**src/rtl/core_sequencer.sv**
```systemverilog
// core_sequencer: multi-cycle control FSM for the RV32I core.
// Owns the PC, fetches over a req/ready handshake, steps EXEC/MEM/WB using
// decoder class flags, and halts (sticky) on bus timeout, illegal opcode or
// misaligned control transfer.
module core_sequencer #(
  parameter logic [31:0] RESET_PC    = 32'h0000_0000,
  parameter int unsigned MEM_TIMEOUT = 255
) (
  input  logic        clk,
  input  logic        reset,
  output logic        imem_req,
  output logic [31:0] imem_addr,
  input  logic        imem_ready,
  input  logic [31:0] imem_rdata,
  output logic [31:0] instr,
  input  logic        is_load,
  input  logic        is_store,
  input  logic        is_branch,
  input  logic        is_jump,
  input  logic        is_alu,
  input  logic        branch_taken,
  input  logic [31:0] jump_target,
  output logic        alu_en,
  output logic        dmem_req,
  output logic        dmem_we,
  input  logic        dmem_ready,
  output logic        rf_we,
  output logic [31:0] pc,
  output logic [31:0] instret,
  output logic        halted,
  output logic [1:0]  err
);

  typedef enum logic [2:0] {
    S_FETCH,
    S_DECODE,
    S_EXEC,
    S_MEM,
    S_WB,
    S_HALT
  } state_t;

  localparam logic [1:0]  ERR_NONE      = 2'd0;
  localparam logic [1:0]  ERR_TIMEOUT   = 2'd1;
  localparam logic [1:0]  ERR_ILLEGAL   = 2'd2;
  localparam logic [1:0]  ERR_MISALIGN  = 2'd3;
  localparam logic [15:0] TIMEOUT_LIMIT = 16'(MEM_TIMEOUT);

  state_t      r_state;
  state_t      w_next_state;
  logic [1:0]  w_next_err;
  logic [31:0] r_pc;
  logic [31:0] r_instr;
  logic [31:0] r_instret;
  logic [31:0] r_tgt;
  logic [15:0] r_wait_cnt;
  logic        r_tk;
  logic        r_wr;
  logic        r_dmem_we;
  logic        r_halted;
  logic [1:0]  r_err;
  logic        w_take;
  logic        w_writes;
  logic        w_any_class;
  logic        w_wait_expired;

  // Class decode of the flags presented in EXEC
  assign w_take         = is_jump | (is_branch & branch_taken);
  assign w_writes       = is_load | is_alu | is_jump;
  assign w_any_class    = is_load | is_store | is_branch | is_jump | is_alu;
  assign w_wait_expired = (r_wait_cnt == TIMEOUT_LIMIT);

  assign imem_addr = r_pc;
  assign pc        = r_pc;
  assign instr     = r_instr;
  assign instret   = r_instret;
  assign dmem_we   = r_dmem_we;
  assign halted    = r_halted;
  assign err       = r_err;

  // State register; reset always restarts at FETCH
  always_ff @(posedge clk) begin
    if (reset) begin
      r_state <= S_FETCH;
    end else begin
      r_state <= w_next_state;
    end
  end

  // Next-state, halt cause and state-decoded strobes (all dropped during reset)
  always_comb begin
    w_next_state = r_state;
    w_next_err   = r_err;
    imem_req     = 1'b0;
    dmem_req     = 1'b0;
    alu_en       = 1'b0;
    rf_we        = 1'b0;
    case (r_state)
      S_FETCH: begin
        imem_req = 1'b1;
        if (imem_ready) begin
          w_next_state = S_DECODE;
        end else if (w_wait_expired) begin
          w_next_state = S_HALT;
          w_next_err   = ERR_TIMEOUT;
        end
      end
      S_DECODE: begin
        w_next_state = S_EXEC;
      end
      S_EXEC: begin
        alu_en = 1'b1;
        if (!w_any_class) begin
          w_next_state = S_HALT;
          w_next_err   = ERR_ILLEGAL;
        end else if (w_take && (jump_target[1:0] != 2'b00)) begin
          w_next_state = S_HALT;
          w_next_err   = ERR_MISALIGN;
        end else if (is_load || is_store) begin
          w_next_state = S_MEM;
        end else begin
          w_next_state = S_WB;
        end
      end
      S_MEM: begin
        dmem_req = 1'b1;
        if (dmem_ready) begin
          w_next_state = S_WB;
        end else if (w_wait_expired) begin
          w_next_state = S_HALT;
          w_next_err   = ERR_TIMEOUT;
        end
      end
      S_WB: begin
        rf_we        = r_wr;
        w_next_state = S_FETCH;
      end
      S_HALT: begin
        w_next_state = S_HALT;
      end
      default: begin
        w_next_state = S_FETCH;
      end
    endcase
    if (reset) begin
      imem_req = 1'b0;
      dmem_req = 1'b0;
      alu_en   = 1'b0;
      rf_we    = 1'b0;
    end
  end

  // Architectural state: PC, instruction latch, retire count, EXEC latches, wait counter
  always_ff @(posedge clk) begin
    if (reset) begin
      r_pc       <= RESET_PC;
      r_instr    <= 32'd0;
      r_instret  <= 32'd0;
      r_tgt      <= 32'd0;
      r_tk       <= 1'b0;
      r_wr       <= 1'b0;
      r_dmem_we  <= 1'b0;
      r_halted   <= 1'b0;
      r_err      <= ERR_NONE;
      r_wait_cnt <= 16'd0;
    end else begin
      r_err <= w_next_err;
      if (w_next_state == S_HALT) begin
        r_halted <= 1'b1;
      end
      case (r_state)
        S_FETCH: begin
          if (imem_ready) begin
            r_instr <= imem_rdata;
          end else if (!w_wait_expired) begin
            r_wait_cnt <= r_wait_cnt + 16'd1;
          end
        end
        S_EXEC: begin
          r_tk       <= w_take;
          r_tgt      <= jump_target;
          r_wr       <= w_writes;
          r_dmem_we  <= is_store;
          r_wait_cnt <= 16'd0;
        end
        S_MEM: begin
          if (!dmem_ready && !w_wait_expired) begin
            r_wait_cnt <= r_wait_cnt + 16'd1;
          end
        end
        S_WB: begin
          r_pc       <= r_tk ? r_tgt : (r_pc + 32'd4);
          r_instret  <= r_instret + 32'd1;
          r_wait_cnt <= 16'd0;
        end
        default: begin
        end
      endcase
    end
  end

endmodule
```
**config.mk**
```make
export PLATFORM = sky130hd
export DESIGN_NAME = core_sequencer
export DESIGN_NICKNAME = d
export VERILOG_FILES = /design/src/rtl/core_sequencer.sv
export SDC_FILE = /design/constraint.sdc
export NUM_CORES = 1
export LEC_CHECK = 0
export ABC_AREA = 1
export BUFFER_PORTS_ARGS = -buffer_cell sky130_fd_sc_hd__buf_2
export CAP_MARGIN = 0
export CORE_MARGIN = 5
export CORE_UTILIZATION = 45
export CTS_BUF_LIST = sky130_fd_sc_hd__clkbuf_8
export DETAILED_ROUTE_END_ITERATION = 6
export PLACE_DENSITY = 0.7
export SKIP_LAST_GASP = 1
export SYNTH_ARGS = -nofsm -noshare
export SYNTH_HDL_FRONTEND = slang
export SYNTH_SLANG_ARGS = --single-unit
```
**constraint.sdc**
```tcl
create_clock -name clk -period 2.02 [get_ports clk]
set_input_delay 0 -clock clk [delete_from_list [all_inputs] [get_ports clk]]
set_output_delay 0 -clock clk [all_outputs]
set_load 0.1 [all_outputs]
```
After elaboration in Yosys (flattened, before gate mapping)
Index checks and enable logic that the tools add are counted.
- register bits after elaboration: 153
- latch bits: 0
- RAM bits: 0
- memory bits (read-only): 0
- output and inout bits: 136
- word-level logic and storage cells: 73
- memories: 0
- add/subtract/negate cells: 3
- multiply operators: 0
- divide/modulo/power cells: 0
- magnitude comparators: 0
- eq/ne operators: 12
- shift operators: 0
- muxes and demuxes: 26
- bitwise gates (word level): 8
- reductions and logical operators: 13
- operator list (kind ; number):
    16-bit two-way mux ; 3
    16-bit case mux with 3 select lines ; 1
    32-bit by 1-bit adder with 32-bit output (second input constant) ; 1
    32-bit by 3-bit adder with 32-bit output (second input constant) ; 1
    32-bit two-way mux ; 1
    3-bit two-way mux ; 6
    16-bit by 1-bit adder with 16-bit output (second input constant) ; 1
    16-bit by 8-bit == test with 1-bit output (second input constant) ; 1
    3-bit case mux with 5 select lines ; 1
    2-bit two-way mux ; 5
    3-bit == test (second input constant) ; 3
    1-bit two-way mux ; 8
    2-bit != test (second input constant) ; 4
    4-bit AND reduction ; 2
    1-bit bitwise OR ; 7
    3-bit by 2-bit == test with 1-bit output (second input constant) ; 2
    2-bit case mux with 3 select lines ; 1
    3-bit nonzero test ; 2
    3-bit by 1-bit == test with 1-bit output (second input constant) ; 1
    3-bit logical NOT ; 1
    3-bit != test (second input constant) ; 1
    1-bit logical AND ; 2
    1-bit logical NOT ; 2
    2-bit AND reduction ; 1
    4 further kinds ; 4

Longest topological paths before layout
Gate-level depths: netlist of run 1.
- word-level depth: 7
- gate-level depth with buffers: 12
- gate-level depth less buffers: 11

Worst setup path before layout of run 1
No wires, ideal clock.
- path kind: flip-flop to flip-flop
- start: register r_pc[2], in the netlist imem_addr[2]
- end: register r_pc[12], in the netlist imem_addr[12]
- setup time: 0.070 ns
- arrival: 2.267 ns
- slack: -0.317 ns
- stages on the path, launching flop included: 8
- buffers on the path: 0
- clock period less this slack: 2.337 ns
- cells stage by stage: dfxtp_1 ha_1 nand3_1 nor2_1 and2_1 nand2_1 xor2_1 a21oi_1
- cells in the longest elaborated chain, start to end: 2
- ends and longest elaborated chain (element ; RTL line ; RTL):
    from (decl) ; 52 ; logic [31:0] r_pc;
    from (signal assigned) ; 192 ; r_pc <= r_tk ? r_tgt : (r_pc + 32'd4);
    32-bit by 3-bit adder with 32-bit output ; 192 ;
    32-bit two-way mux ; 192 ;
Every way passes these cells.
A chain may end at the register's enable or synchronous reset.

Worst setup path after layout of run 1
- start: register r_state[0]
- end: output port rf_we
- cells in the longest elaborated chain, start to end: 3
- ends and longest elaborated chain (element ; RTL line ; RTL):
    from (decl) ; 49 ; state_t r_state;
    from (signal assigned) ; 86 ; r_state <= w_next_state;
    3-bit == test ; 98 ; case (r_state)
    1-bit two-way mux ; 98 ;
    1-bit two-way mux ; 145 ; if (reset) begin
    to (decl) ; 27 ; output logic rf_we,
Every way passes these cells.

==> results.yml, run 1 <==
timing:
  fin_crit_ns: 1.87
  setup-violations-final: 0
  max-slew-margin-rel_pct: 59.2
  fin_crit_sh_pct: 92.8
  slew_violations: 0
  skew_ns: 0.0106
  fmax_mhz: 534
  rsz0062_at_grt: "true"
  worst_slew_pin_slew_ns: 0.606
  hold_violations: 0
  holdWs_ns: 0.0821
global_route:
  antenna_found_initial: 0
  grtUsageTotal_pct: 24.3
  overflow: 0
  grt_pass1_vias: 8379
  grt_pass1_wl_um: 40600
  grt_max_degree: 89
finish:
  seq_area_mm2: 0.00310
  layoutNonFillerInstCount: 1720
  final_area_mm2: 0.0102
  multi_input_area_mm2: 0.00403
  diodes: 0
  syn2layout_area_growth_pct: 28.4
  nFillCells: 1671
  nets: 1560
  drive_gt1_share_pct: 21.3
route:
  vias_per_cell: 5.11
  wl_um: 24800
  dr.pass1.iters: 5
  drc: 0
  detail_route.wl_per_cell_um: 14.4
  ant_nets: 0
  drtIter0Drc: 564
  vias: 8783
synthesis:
  netlist_area_mm2: 0.00793
  synth.avg_cell_area_um2: 6.40
  async_reset_ff_share_pct: 0
  seq_area_frac_synth_pct: 38.6
  synth_edf_count: 0
  synth.distinct_cells: 34
  synthCells: 1239
  synth-seq-cells: 153
  synth_ff_type: "dfxtp_1"
  yosys_warnings: 0
  syn_nets: 1316
setup_path:
  end_kind: "primary output"
  r2r-end: "r_tgt[6]"
  r2r_setup_slack_ns: 0.17
  path_max_fanout: 24
  rr_worst_depth: 7
  start_kind: "flip-flop"
  critPathKind: "reg -> out"
  cp.required_ns: 2.02
  reg2reg_from: "r_state[2]"
  crit_arrival_ns: 1.87
pwr:
  p_leak_nw: 4.33
  comb_power_share_pct: 31.4
  clockPowerShare_pct: 27.3
  swShare_pct: 39.4
  pwr-share-seq_pct: 41.4
  intPower_w: 0.00506
  power_density_mw_per_mm2: 819
  ir_drop_v: 0.000706
  netSwitchingPower_w: 0.00329
die:
  fp.dieArea_mm2: 0.0204
  io_pins: 210
  die_w_um: 143
  core_area_mm2: 0.0173
  start_util_pct: 45.9
  fp-row-count: 48
  die_y_um: 143
place:
  dp_cells: 1614
  dp_hpwl_um: 17500
  place_area_mm2: 0.00905
  io_buffers: 209
  gp_congestion: 0.894
clocking:
  clkSinkCount: 153
  clk_latency_ns: 0.45
  numCtsBuffers: 17
  cts_tree: "yes"
  path_clk_slew_ns: 0.08
  cts_max_level: 4
  clock_tree.root_cell: "clkbuf_8"
  cts_buffer_depth: 2
run_status:
  run_status: "complete, no violations"
min_path:
  hp-start: "is_jump"
  hold_depth: 5
  hp-class: "in -> reg"
  hold_end: "err[0]"
job:
  maxCapViolCount: 0
[state kept, by name, indices dropped and copies added, names as in the netlist]
register and count:
r_wait_cnt 16, r_tgt 32, r_tk 1, dmem_we 1, r_wr 1, r_state 3
instret 32, err 2, imem_addr 32, halted 1, instr 32
[per-layer routing]
layer	routed length (µm)	global-route usage [%]	part of all wire [%]	up-vias
met5	0	0	0	-
met4	646	8.10	2.6	0
met3	2150	6.46	8.7	57
met2	11400	40.6	46	331
met1	10600	30.4	43	3942
li1	-	-	-	4453
[timing repair]
item,in CTS,in global routing
setup buffers,0,3
hold endpoints to repair,77,0
setup endpoints to repair,2,20
hold buffers,72,0
resized for setup,2,6
pin swaps,0,1
[worst max-delay path: stages (launching register included)]
cell     delay (ns)
dfxtp_1        0.37
nor2_4         0.15
nand2_4        0.18
buf_4          0.28
nor2_2         0.18
buf_6          0.25
[cells by family after synthesis]
| group | synth area share, % |
|---|---|
| AO/OA/AOI/OAI | 14.1 |
| AND/OR/NAND/NOR | 35.2 |
| buffers and inverters | 10.7 |
| adder cells (fa/ha/maj) | 0.473 |
| flip-flops | 38.6 |
| XOR/XNOR | 0.994 |
[power groups by stage]
stage                     clock, W  sequential, W  combinational (W)
after floorplan                  0        0.00429            0.00114
after global placement           0        0.00350            0.00242
after detailed placement         0        0.00351            0.00243
after CTS                  0.00233        0.00344            0.00255
after global routing       0.00245        0.00348            0.00283
final                      0.00228        0.00345            0.00262
[cell type report]
type,instances,share of cell area [%]
Multi-Input combinational cell,898,39.6
Sequential cell,153,30.4
Timing Repair Buffer,306,19.5
Inverter,107,3.99
Tap cell,225,2.76
Clock buffer,18,2.43
Clock inverter,13,1.28
[synthesized netlist by cell type, types with 4 or more instances]
cell type    n  area share [%]
a21oi_1    126             7.9
clkbuf_1    32             1.5
nand3b_1     9            0.85
dfxtp_1    153              39
nand2_1    333              16
nand4_1     15             1.2
buf_1        5            0.24
a31oi_1      8            0.63
buf_4       33             3.1
nand3_1    101             6.4
o21ai_1      5            0.32
inv_2        7            0.33
buf_2       10            0.63
nor2_1     193             9.1
inv_1      100             4.7
nor2_2       4            0.32
nor3_1       8            0.50
o21ai_0     60             3.8
xor2_1       6            0.66
[worst max path at each step]
stage | start | endpoint | depth (start not counted) | slack [ns]
after floorplan | imem_addr[15] | imem_addr[28] | 9 | 0.0003
after global placement | r_wait_cnt[0] | r_wait_cnt[6] | 12 | 0.16
after detailed placement | r_wait_cnt[0] | r_wait_cnt[13] | 12 | 0.09
after CTS | r_state[1] | rf_we | 5 | 0.06
after global routing | r_state[1] | instret[24] | 9 | -0.02
final | r_state[0] | rf_we | 5 | 0.15
[cell usage in the layout, fill, tap and decap left out, types with 15 or more instances in the layout]
| cell | instances |
|---|---|
| a21oi_1 | 126 |
| buf_2 | 207 |
| buf_4 | 24 |
| clkbuf_8 | 18 |
| dfxtp_1 | 122 |
| dfxtp_2 | 31 |
| dlygate4sd3_1 | 72 |
| inv_1 | 99 |
| nand2_1 | 333 |
| nand3_1 | 101 |
| nand4_1 | 15 |
| nor2_1 | 190 |
| o21ai_0 | 60 |
[through the flow]
stage	util (%)	total power, W	worst slack, ns	TNS, ns
2_1_floorplan	-	0.00543	0.000322	0
3_3_place_gp	52.3	0.00592	0.161	0
3_5_place_dp	52.3	0.00594	0.0939	0
4_1_cts	58.7	0.00833	0.0553	0
5_1_grt	58.9	0.00876	-0.0185	-0.0185
6_report	58.9	0.00835	0.146	0
Power figures use the tool's default switching activity.
==> run 2, diff against run 1 <==
- CELL_PAD_IN_SITES_DETAIL_PLACEMENT: default -> 0
- CELL_PAD_IN_SITES_GLOBAL_PLACEMENT: default -> 1
- CORE_UTILIZATION: 45 -> 38
- PLACE_DENSITY: 0.7 -> default
- PLACE_DENSITY_LB_ADDON: default -> 0.1
==> run 2 against run 1 <==
  * Worst setup slack better by 0.042 ns
  * Non-clock buffer count is 2 higher
  * Register-to-register slack better by 0.05 ns
  * Critical path depth is 1 higher
  * Sequential power hardly changed
  * Clock skew is 0.0026 ns higher
  * Total power is 1.5% higher
  * Die area is 17% higher
  * Clock power is 6% higher
  * Largest power group unchanged
  * Critical path type unchanged
  * Wire length is 2.0% higher
==> results.yml, run 2 (synthesis gave the netlist of run 1 again) <==
clocking:
  cts_max_level: 4
  clock_tree.root_cell: "clkbuf_8"
  clkSinkCount: 153
  cts_tree: "yes"
  numCtsBuffers: 17
  cts_buffer_depth: 2
  post_cts_buffers: 0
  clk_latency_ns: 0.45
  path_clk_slew_ns: 0.08
global_route:
  grt_pass1_wl_um: 40500
  grtUsageTotal_pct: 20.7
  grt_pass1_vias: 8205
  antenna_found_initial: 0
  grt_max_degree: 46
  overflow: 0
die:
  fp.dieArea_mm2: 0.0239
  core_area_mm2: 0.0204
  start_util_pct: 39.0
  fp-row-count: 52
  io_pins: 210
  die_y_um: 154
  die_w_um: 154
finish:
  syn2layout_area_growth_pct: 30.0
  diodes: 0
  drive_gt1_share_pct: 21.5
  nets: 1562
  layout_commonest_cell: "nand2_1"
  final_cell_mix: "nand2_1 (333), buf_2 (206), nor2_1 (191), a21oi_1 (126), dfxtp_1 (122)"
  final_util_pct: 50.6
route:
  dr.pass1.iters: 4
  vias_per_cell: 4.82
  detail_route.wl_per_cell_um: 14.3
  vias: 8516
  wl_um: 25300
  drc: 0
  drtIter0Drc: 357
  ant_nets: 0
timing:
  fin_crit_ns: 1.83
  fin_crit_sh_pct: 90.7
  holdWs_ns: 0.0238
  worst_slew_pin_slew_ns: 0.591
  rsz0062_at_grt: "false"
  fin_setup_tns_ns: 0
  fmax_mhz: 546
  hold_violations: 0
  slew_violations: 0
  final.setup.worst_slack_ns: 0.188
  skew_ns: 0.0132
  setup-violations-final: 0
  max-slew-margin-rel_pct: 60.5
pwr:
  power_density_mw_per_mm2: 822
  p_leak_nw: 4.38
  ir_drop_v: 0.000512
  power_w: 0.00847
setup_path:
  critPathKind: "reg -> out"
  start_kind: "flip-flop"
  end_kind: "primary output"
  path_max_fanout: 34
  r2r_setup_slack_ns: 0.22
  cp.required_ns: 2.02
  crit_arrival_ns: 1.83
run_status:
  run_status: "complete, no violations"
place:
  dp_hpwl_um: 18300
  gp_congestion: 0.888
  io_buffers: 209
  dpl_worst_slack_ns: 0.163
min_path:
  hp-class: "in -> reg"
job:
  maxCapViolCount: 0
==> run 2: changes by cell type in the layout (fill, tap and decap cells not counted), moves of 2 or more <==
cell	previous run	this run
clkinvlp_4	5	0
clkinv_2	4	2
dlygate4sd3_1	72	70
buf_4	24	27
clkinv_4	0	4
buf_12	2	5
inv_8	0	3
==> run 2: cell type report <==
class	instances	area, µm²
fill	2119	10100
clock buffer	17	234
sequential	153	3100
timing repair buffer	308	2030
multi-input combinational	898	4030
inverter	107	402
clock inverter	15	169
tap	270	338
==> run 2: per-layer routing <==
layer / vias to the layer above / track usage (%) / routed length, µm
met2: 226 / 35.6 / 11800
met4: 0 / 4.12 / 209
li1: 4444 / - / -
met1: 3829 / 26.5 / 11500
met3: 17 / 5.09 / 1730
met5: - / 0 / 0
==> run 2: stage by stage <==
step / instance area, µm² / std cells
after floorplan: 7980 / 1239
after global placement: 9200 / 1666
after global routing: 10300 / 1768
after CTS: 10300 / 1768
after detailed placement: 9200 / 1666
final: 10300 / 1768
==> run 2: worst max-delay path: stages, from the launching register on <==
cell and delay [ns]:
dfxtp_1 0.41, inv_2 0.09, nand2_1 0.08, nor2_1 0.06, inv_2 0.44, nor2_2 0.10
buf_12 0.19
==> run 2: repair_timing <==
item,CTS,global route
resized for setup,0,2
endpoints found under the hold margin,71,0
endpoints found under the setup margin,0,11
hold buffers,70,0
==> run 2: worst paths after layout <==
kind | start | endpoint | cells past startpoint
max | r_state[2] | alu_en | 6
min | branch_taken | r_tk | 5
max reg2reg | r_wait_cnt[0] | r_wait_cnt[9] | 11
min reg2reg | err[0] | err[0] | 2
==> run 2: where the power goes <==
part / leakage [nW] / switching (W) / internal (W)
clock: 0.212 / 0.00128 / 0.00113
combinational: 2.91 / 0.00195 / 0.000654
sequential: 1.26 / 0.000160 / 0.00329
==> run 3, diff against run 2 <==
- CTS_BUF_LIST: sky130_fd_sc_hd__clkbuf_8 -> sky130_fd_sc_hd__clkbuf_4
==> run 3 against run 2 <==
  * Clock skew up 0.0086 ns
  * Count of clock-buffer cells in the layout up 1
  * First-iteration DRC count up 14%
  * Core utilization up 2.1 points
  * Global-route usage up 0.65 points
  * Total power down 1.8%
  * Die area unchanged
  * Critical path type is now reg -> reg
  * Fmax down 2.4%
  * Via count up 3.6%
  * Cell count up 2.9%
  * Sequential share of layout area down 1.2 points
  * Critical endpoint is now r_tgt[0]
  * Highest routed layer unchanged
  * Sequential power about the same
==> results.yml, run 3 (synthesis gave the netlist of run 1 again) <==
run_status:
  run_status: "complete, no violations"
pwr:
  power_density_mw_per_mm2: 775
  intPower_w: 0.00492
  swShare_pct: 40.8
  pwr-share-seq_pct: 41.6
  p_leak_nw: 4.51
  comb_power_share_pct: 34.1
  clockPowerShare_pct: 24.3
  netSwitchingPower_w: 0.00340
  ir_drop_v: 0.000507
  power_w: 0.00832
route:
  detail_route.wl_per_cell_um: 14.4
  wl_um: 26100
  drc: 0
  vias_per_cell: 4.85
  ant_nets: 0
  dr.pass1.iters: 5
  vias: 8824
  drtIter0Drc: 406
setup_path:
  cp.required_ns: 2.53
  path_buf_inv: 2
  worst-path-stages: 6
  end_kind: "flip-flop"
  crit_end: "r_tgt[0]"
  max_stage_delay_ns: 0.57
  start_kind: "flip-flop"
  startpoint: "r_state[1]"
  reg2reg_from: "r_state[1]"
  cp_cell_sequence: "nand2_1 > nor2_4 > buf_4 > o21ai_0 > nor2_1 > dlygate4sd3_1"
  crit_arrival_ns: 2.39
  critPathKind: "reg -> reg"
  crit_path_top_delay_cell: "dlygate4sd3_1"
  crit_family: "buffers and inverters"
  r2r_setup_slack_ns: 0.14
  rr_worst_depth: 6
  r2r-end: "r_tgt[0]"
  path_max_fanout: 19
finish:
  nets: 1612
  nFillCells: 2066
  layout_commonest_cell: "nand2_1"
  final_area_mm2: 0.0107
  syn2layout_area_growth_pct: 35.3
  drive_gt1_share_pct: 21.1
  final_cell_mix: "nand2_1 (333), buf_2 (205), nor2_1 (190), a21oi_1 (126)"
global_route:
  antenna_found_initial: 1
  grt_pass1_wl_um: 41900
  overflow: 0
  grtUsageTotal_pct: 21.3
  grt_max_degree: 46
  grt_pass1_vias: 8551
place:
  place_area_mm2: 0.00920
  dp_hpwl_um: 18300
  gp_congestion: 0.888
  io_buffers: 209
timing:
  rsz0062_at_grt: "true"
  fin_crit_sh_pct: 92.9
  setup-violations-final: 0
  holdWs_ns: 0.170
  hold_violations: 0
  fin_crit_ns: 1.88
  max-slew-margin-rel_pct: 60.9
  fmax_mhz: 533
  slew_violations: 0
  worst_slew_pin_slew_ns: 0.587
  fin_setup_tns_ns: 0
  skew_ns: 0.0218
clocking:
  cts_tree: "yes"
  cts_max_level: 4
  clkSinkCount: 153
  clock_tree.root_cell: "clkbuf_4"
  path_clk_slew_ns: 0.15
  cts_buffer_depth: 2
  numCtsBuffers: 17
  post_cts_buffers: 0
  clk_latency_ns: 0.55
die:
  fp-row-count: 52
  die_w_um: 154
  fp.dieArea_mm2: 0.0239
  start_util_pct: 39.0
  die_y_um: 154
  io_pins: 210
  core_area_mm2: 0.0204
min_path:
  hold_depth: 6
  hp-class: "in -> reg"
  hp-start: "is_jump"
job:
  maxCapViolCount: 0
## run 3: changes by cell type in the layout (fill, tap and decap cells not counted), sizes merged
cell         previous run  this run
clkbuf                 17        19
dlygate4sd3            70       120
inv                   114       113
diode                   0         1
buf                   238       237
## run 3: tightest hold or removal path: cells and delay by family
family	cells	cell delay (ns)
compound gates	2	0.31
buf+inv	2	0.14
simple gates	2	0.23
## run 3: metrics by stage
stage                     setup WS (ns)  instances  utilization (%)
after floorplan                0.000322       1239                -
after global placement            0.263       1666             45.2
after detailed placement          0.163       1666             45.2
after CTS                        0.0139       1818             52.6
after global routing            0.00159       1819             52.7
final                             0.143       1819             52.7
## run 3: layer usage
layer  track usage, %  wire length, µm  vias up
met4             4.33              206        0
met2             37.4            12500      245
li1                 -                -     4557
met5                0                0        -
met1             26.6            11600     4010
met3             5.36             1820       12
## run 3: timing repair
item | 4_1_cts | 5_1_grt
gates cloned | 0 | 0
setup endpoints to repair | 1 | 48
gates resized for setup | 1 | 11
hold buffers | 120 | 0
endpoints found under the hold margin | 82 | 0
pin swaps | 0 | 1
## run 3: worst min path at each step
stage / end / slack (ns)
after CTS: r_state[1] / 0.1
after detailed placement: r_tgt[6] / 0.23
after global placement: r_tgt[6] / 0.23
after global routing: r_state[1] / 0.16
final: r_state[1] / 0.17
after floorplan: r_tgt[0] / 0.13
## run 3: area by class of cell
type / instances / area, µm² / share of cell area [%]
well taps: 270 / 338 / 3.15
clock inverters: 14 / 165 / 1.54
multi-input cells: 898 / 4040 / 37.6
repair buffers: 358 / 2540 / 23.7
flip-flops and latches: 153 / 3100 / 28.9
diodes: 1 / 2.50 / 0.0233
clock buffers: 18 / 135 / 1.26
inverters: 107 / 409 / 3.81
## run 3: power groups by stage
stage          combinational (W)  sequential (W)  clock, W
6_report                 0.00284         0.00346   0.00202
5_1_grt                  0.00306         0.00350   0.00223
4_1_cts                  0.00280         0.00345   0.00211
3_5_place_dp             0.00251         0.00352         0
3_3_place_gp             0.00251         0.00351         0
2_1_floorplan            0.00114         0.00429         0
